$ cat config.mk
export PLATFORM = sky130hd
export DESIGN_NAME = mem_port_arbiter
export DESIGN_NICKNAME = d
export VERILOG_FILES = /design/src/rtl/mem_port_arbiter.sv
export SDC_FILE = /design/constraint.sdc
export NUM_CORES = 1
export LEC_CHECK = 0
export CAP_MARGIN = 20
export CORE_ASPECT_RATIO = 0.9
export CORE_MARGIN = 2
export CORE_UTILIZATION = 46
export CTS_CLUSTER_DIAMETER = 60
export DETAILED_ROUTE_END_ITERATION = 6
export GPL_ROUTABILITY_DRIVEN = 0
export PLACE_DENSITY = 0.9
export REMOVE_ABC_BUFFERS = 1
export SKIP_LAST_GASP = 1
export SYNTH_ARGS = -nofsm -noshare
export SYNTH_HDL_FRONTEND = slang
export SYNTH_SLANG_ARGS = --single-unit
$ cat constraint.sdc
create_clock -name CLK -period 4.54 [get_ports CLK]
set_input_delay 1.362 -clock CLK [delete_from_list [all_inputs] [get_ports CLK]]
set_output_delay 1.362 -clock CLK [all_outputs]
set_load 0.05 [all_outputs]
$ cat src/rtl/mem_port_arbiter.sv
// Arbitrates one single-ported memory between instruction-fetch (I) and load/store (D)
// requesters; one outstanding access, registered responses, latency watchdog in WAIT.
module mem_port_arbiter #(
    parameter int unsigned AW      = 30,
    parameter int unsigned DW      = 32,
    parameter int unsigned DPRIO   = 1,
    parameter int unsigned TMO_CYC = 255
) (
    input  logic          CLK,
    input  logic          RSTN,
    input  logic          IREQ,
    input  logic [AW-1:0] IADDR,
    output logic          IACK,
    output logic          IVALID,
    output logic [DW-1:0] IRDATA,
    input  logic          DREQ,
    input  logic          DRW,
    input  logic [AW-1:0] DADDR,
    input  logic [DW-1:0] DWDATA,
    output logic          DACK,
    output logic          DVALID,
    output logic [DW-1:0] DRDATA,
    output logic          MREQ,
    output logic          MRW,
    output logic [AW-1:0] MADDR,
    output logic [DW-1:0] MWDATA,
    input  logic          MACK,
    input  logic          MVALID,
    input  logic [DW-1:0] MRDATA,
    output logic          BUSY,
    output logic          TMO_ERR
);

    typedef enum logic [1:0] {
        S_IDLE,
        S_ISSUE,
        S_WAIT,
        S_RESP
    } state_t;

    localparam logic [15:0] WDOG_LAST = 16'(TMO_CYC - 1);
    localparam logic        D_FIRST   = (DPRIO != 0);

    state_t      state;
    logic        own_d;
    logic        last_d;
    logic [15:0] wdog;
    logic        pick_d;
    logic        wdog_done;

    // D wins if it is the only requester, or on a tie when prioritised or when I was granted last
    assign pick_d    = DREQ & (~IREQ | D_FIRST | ~last_d);
    assign wdog_done = (wdog == WDOG_LAST);

    always_ff @(posedge CLK or negedge RSTN) begin
        if (!RSTN) begin
            state   <= S_IDLE;
            own_d   <= 1'b0;
            last_d  <= 1'b0;
            wdog    <= '0;
            MRW     <= 1'b0;
            MADDR   <= '0;
            MWDATA  <= '0;
            IRDATA  <= '0;
            DRDATA  <= '0;
            TMO_ERR <= 1'b0;
        end else begin
            case (state)
                S_IDLE: begin
                    if (IREQ || DREQ) begin
                        own_d  <= pick_d;
                        last_d <= pick_d;
                        MADDR  <= pick_d ? DADDR : IADDR;
                        MRW    <= pick_d & DRW;
                        MWDATA <= pick_d ? DWDATA : '0;
                        state  <= S_ISSUE;
                    end
                end
                S_ISSUE: begin
                    if (MACK) begin
                        wdog  <= '0;
                        state <= S_WAIT;
                    end
                end
                S_WAIT: begin
                    // MVALID takes precedence over an expiring watchdog
                    if (MVALID) begin
                        if (own_d) DRDATA <= MRW ? '0 : MRDATA;
                        else       IRDATA <= MRDATA;
                        state <= S_RESP;
                    end else if (wdog_done) begin
                        TMO_ERR <= 1'b1;
                        if (own_d) DRDATA <= '0;
                        else       IRDATA <= '0;
                        state <= S_RESP;
                    end else begin
                        wdog <= wdog + 16'd1;
                    end
                end
                S_RESP: begin
                    state <= S_IDLE;
                end
                default: begin
                    state <= S_IDLE;
                end
            endcase
        end
    end

    always_comb begin
        MREQ   = (state == S_ISSUE);
        IACK   = MREQ & MACK & ~own_d;
        DACK   = MREQ & MACK & own_d;
        IVALID = (state == S_RESP) & ~own_d;
        DVALID = (state == S_RESP) & own_d;
        BUSY   = (state != S_IDLE);
    end

endmodule

==> results_dict.tcl <==
set metrics [dict create \
    critPathLaunchType "input port" \
    wl_met3_mm 1.46 \
    critPathMostFrequentCell "clkdlybuf4s50_1" \
    ios 265 \
    cpPeakStageDelay_ns 0.79 \
    postSynthCellCount 564 \
    crit_path_cell_trace "clkdlybuf4s50_1, and3_1, clkdlybuf4s50_1" \
    end_kind "primary output" \
    crit_path_end "DACK" \
    die_w_microns 126 \
    maxClockFrequency_ghz 0.238 \
    cts_buffers 17 \
    reg2reg_from "wdog[14]" \
    finalHoldViolCount 0 \
    cts_setup_buffers 0 \
    netlist_top_cells_area "dfrtp_1 (60%), a22o_1 (9.2%), nand2_1 (7.3%)" \
    path_max_fanout 4 \
    critical_path_depth 3 \
    grt_max_degree 94 \
    met1Wirelength_mm 6.91 \
    stdcell_count 999 \
    regToRegEndpoint "DRDATA[2]" \
    r2r_slack_ns 1.70 \
    skew_ns 0.00670 \
    fin_hold_ws_ns 0.465 \
    critPathKind "in -> out" \
    yosysMostFrequentCell "dfrtp_1" \
    clock_path_buffers 2 \
    synth_area_per_cell_sq_um 10.9 \
    core_sq_mm 0.0132 \
    rows 40 \
    p_leak_uw 0.00437 \
    synth_top_area_share_pct 59.7 \
    synth_top_cell_by_area "dfrtp_1" \
    drc 0 \
    grt_pass1_wl_mm 29.6 \
    start_util_pct 46.6 \
    ctsResizeCount 0 \
    placedCellCount 965 \
    vias_per_cell 5.61 \
    numPortBuffers 264 \
    netlist_area_sq_mm 0.00616 \
    ys_top_cells_by_count "dfrtp_1 (147), nand2_1 (120), a22o_1 (65)" \
    dp_hpwl_mm 12.6 \
    r2r_cells 5 \
    synth_seq_cells 147 \
    powerDensity_mw_per_mm2 835 \
    layout_setup_ws_ns 0.335 \
    seq_area_frac_synth_pct 59.7 \
    die-area_sq_mm 0.0143 \
    wirelength_mm 18.5 \
    dr.pass1.iters 5 \
    cp.required_ns 3.18 \
    synthArstFlopShare_pct 100 \
    vias 5607 \
    top_layer "met4" \
    grt_pass1_vias 5798 \
    grt.overflow.total 0 \
    die_h_microns 114 \
    htreeDepth 4 \
    status "complete, no violations" \
    critPathSlowestCell "clkdlybuf4s50_1" \
    maxSlewHeadroom_pct 42.0 \
    pre_cts_ws_ns 0.354 \
    post-route-period-util_pct 92.6 \
    drtIter0Drc 357 \
    irDropWorstVdd_uv 471 \
    yosysWarnings 0 \
    path_delay_family "buffers and inverters" \
    area_growth_pct 57.2 \
    cts.clk_slew.worst_paths_ns 0.06 \
    antenna_found_initial 1 \
    post_drt_wl_per_cell_microns 18.5 \
    finish.utilization_pct 73.3 \
    hold_buffers 0 \
    rsz0062_at_grt "no" \
    arrival_ns 2.84 \
    finalSetupViolCount 0 \
    ant_nets 0 \
    synth_edf_count 0 \
    placed_area_sq_mm 0.00891 \
    drv_cap 0 \
    critPathBufInv 2 \
    synth_ff_type "dfrtp_1" \
    root_buffer "clkbuf_16" \
    final_max_slew_viol_count 0 \
    critPathLaunch "MACK" \
    clkSinkCount 147 \
    cts_tree "yes" \
    fin_crit_ns 4.21 \
    worst_pin_slew_ns 0.846 \
    wl_met2_mm 9.59 \
    layout-drive-gt1-share_pct 6.27 \
    final_area_sq_mm 0.00968 \
    grt_util_all_layers_pct 26.0 \
    insertion_delay_ns 0.42 \
    netlist-cell-type-count 48 \
    hold_path.class "reg -> reg" \
    final_nets 955 \
]
==> flip-flops by register name, summed over array words and instances (netlist names) <==
register,flops
DRDATA,32
state,2
wdog,16
TMO_ERR,1
MADDR,30
own_d,1
IRDATA,32
MRW,1
MWDATA,32
==> layout by cell type, fill, tap and decap left out, types with 7 or more instances in the layout <==
master           count
a22o_1              65
buf_4                9
bufinv_16            9
clkbuf_16           17
clkdlybuf4s50_1    261
dfrtp_1            147
ha_1                 7
inv_1                7
mux2i_1             31
nand2_1            120
nand3_1             40
nor2_1               7
o21ai_0             37
==> logic make-up (layout without fill, tap and decap cells) <==
kind of cell	after synthesis	in the layout	synth area share, %
AO/OA/AOI/OAI	124	124	14.9
XOR/XNOR	2	2	0.284
adder cells (fa/ha/maj)	7	7	1.42
buffers and inverters	46	312	3.23
flip-flops	147	147	59.7
multiplexers	32	32	5.22
other	0	1	0
AND/OR/NAND/NOR	206	206	15.3
==> how the worst min path moves through the flow <==
stage / startpoint / end / slack (ns) / cells after the start
after global placement: MWDATA[6] / MWDATA[6] / 0.45 / 2
after floorplan: wdog[10] / wdog[10] / 0.48 / 1
after CTS: MWDATA[24] / MWDATA[24] / 0.47 / 2
after detailed placement: MWDATA[24] / MWDATA[24] / 0.45 / 2
after global routing: MWDATA[5] / MWDATA[5] / 0.50 / 2
final: MWDATA[24] / MWDATA[24] / 0.46 / 2
==> worst register-to-register path: stages, from the launching register on <==
cell	delay [ns]
dfrtp_1	0.44
nor4_1	0.49
and4_4	0.36
or2_1	0.31
nand3_2	0.63
a22o_1	0.49
==> routing by layer <==
metal	global-route usage (%)	vias to the layer above
li1	-	2521
met4	11.7	0
met2	45.7	285
met1	29.7	2757
met3	7.50	44
met5	0	-
==> final cells by class <==
cell class | instances | area, sq um
flip-flops and latches | 147 | 3680
well taps | 168 | 210
inverters | 7 | 26.3
diodes | 1 | 2.50
fillers | 846 | 3530
clock inverters | 13 | 300
repair buffers | 273 | 2710
clock buffers | 19 | 453
multi-input cells | 371 | 2300
==> per-stage QoR <==
stage               TNS [ns]  power [uW]
global placement           0        6190
finish                     0        8090
floorplan            -111.02        4780
detailed placement         0        6300
CTS                        0        8130
global route               0        8420
==> power by group <==
group	internal (uW)	switching, uW
combinational	1380	2750
sequential	1840	344
clock	1230	552
total	4450	3640
Power figures use the tool's default switching activity.
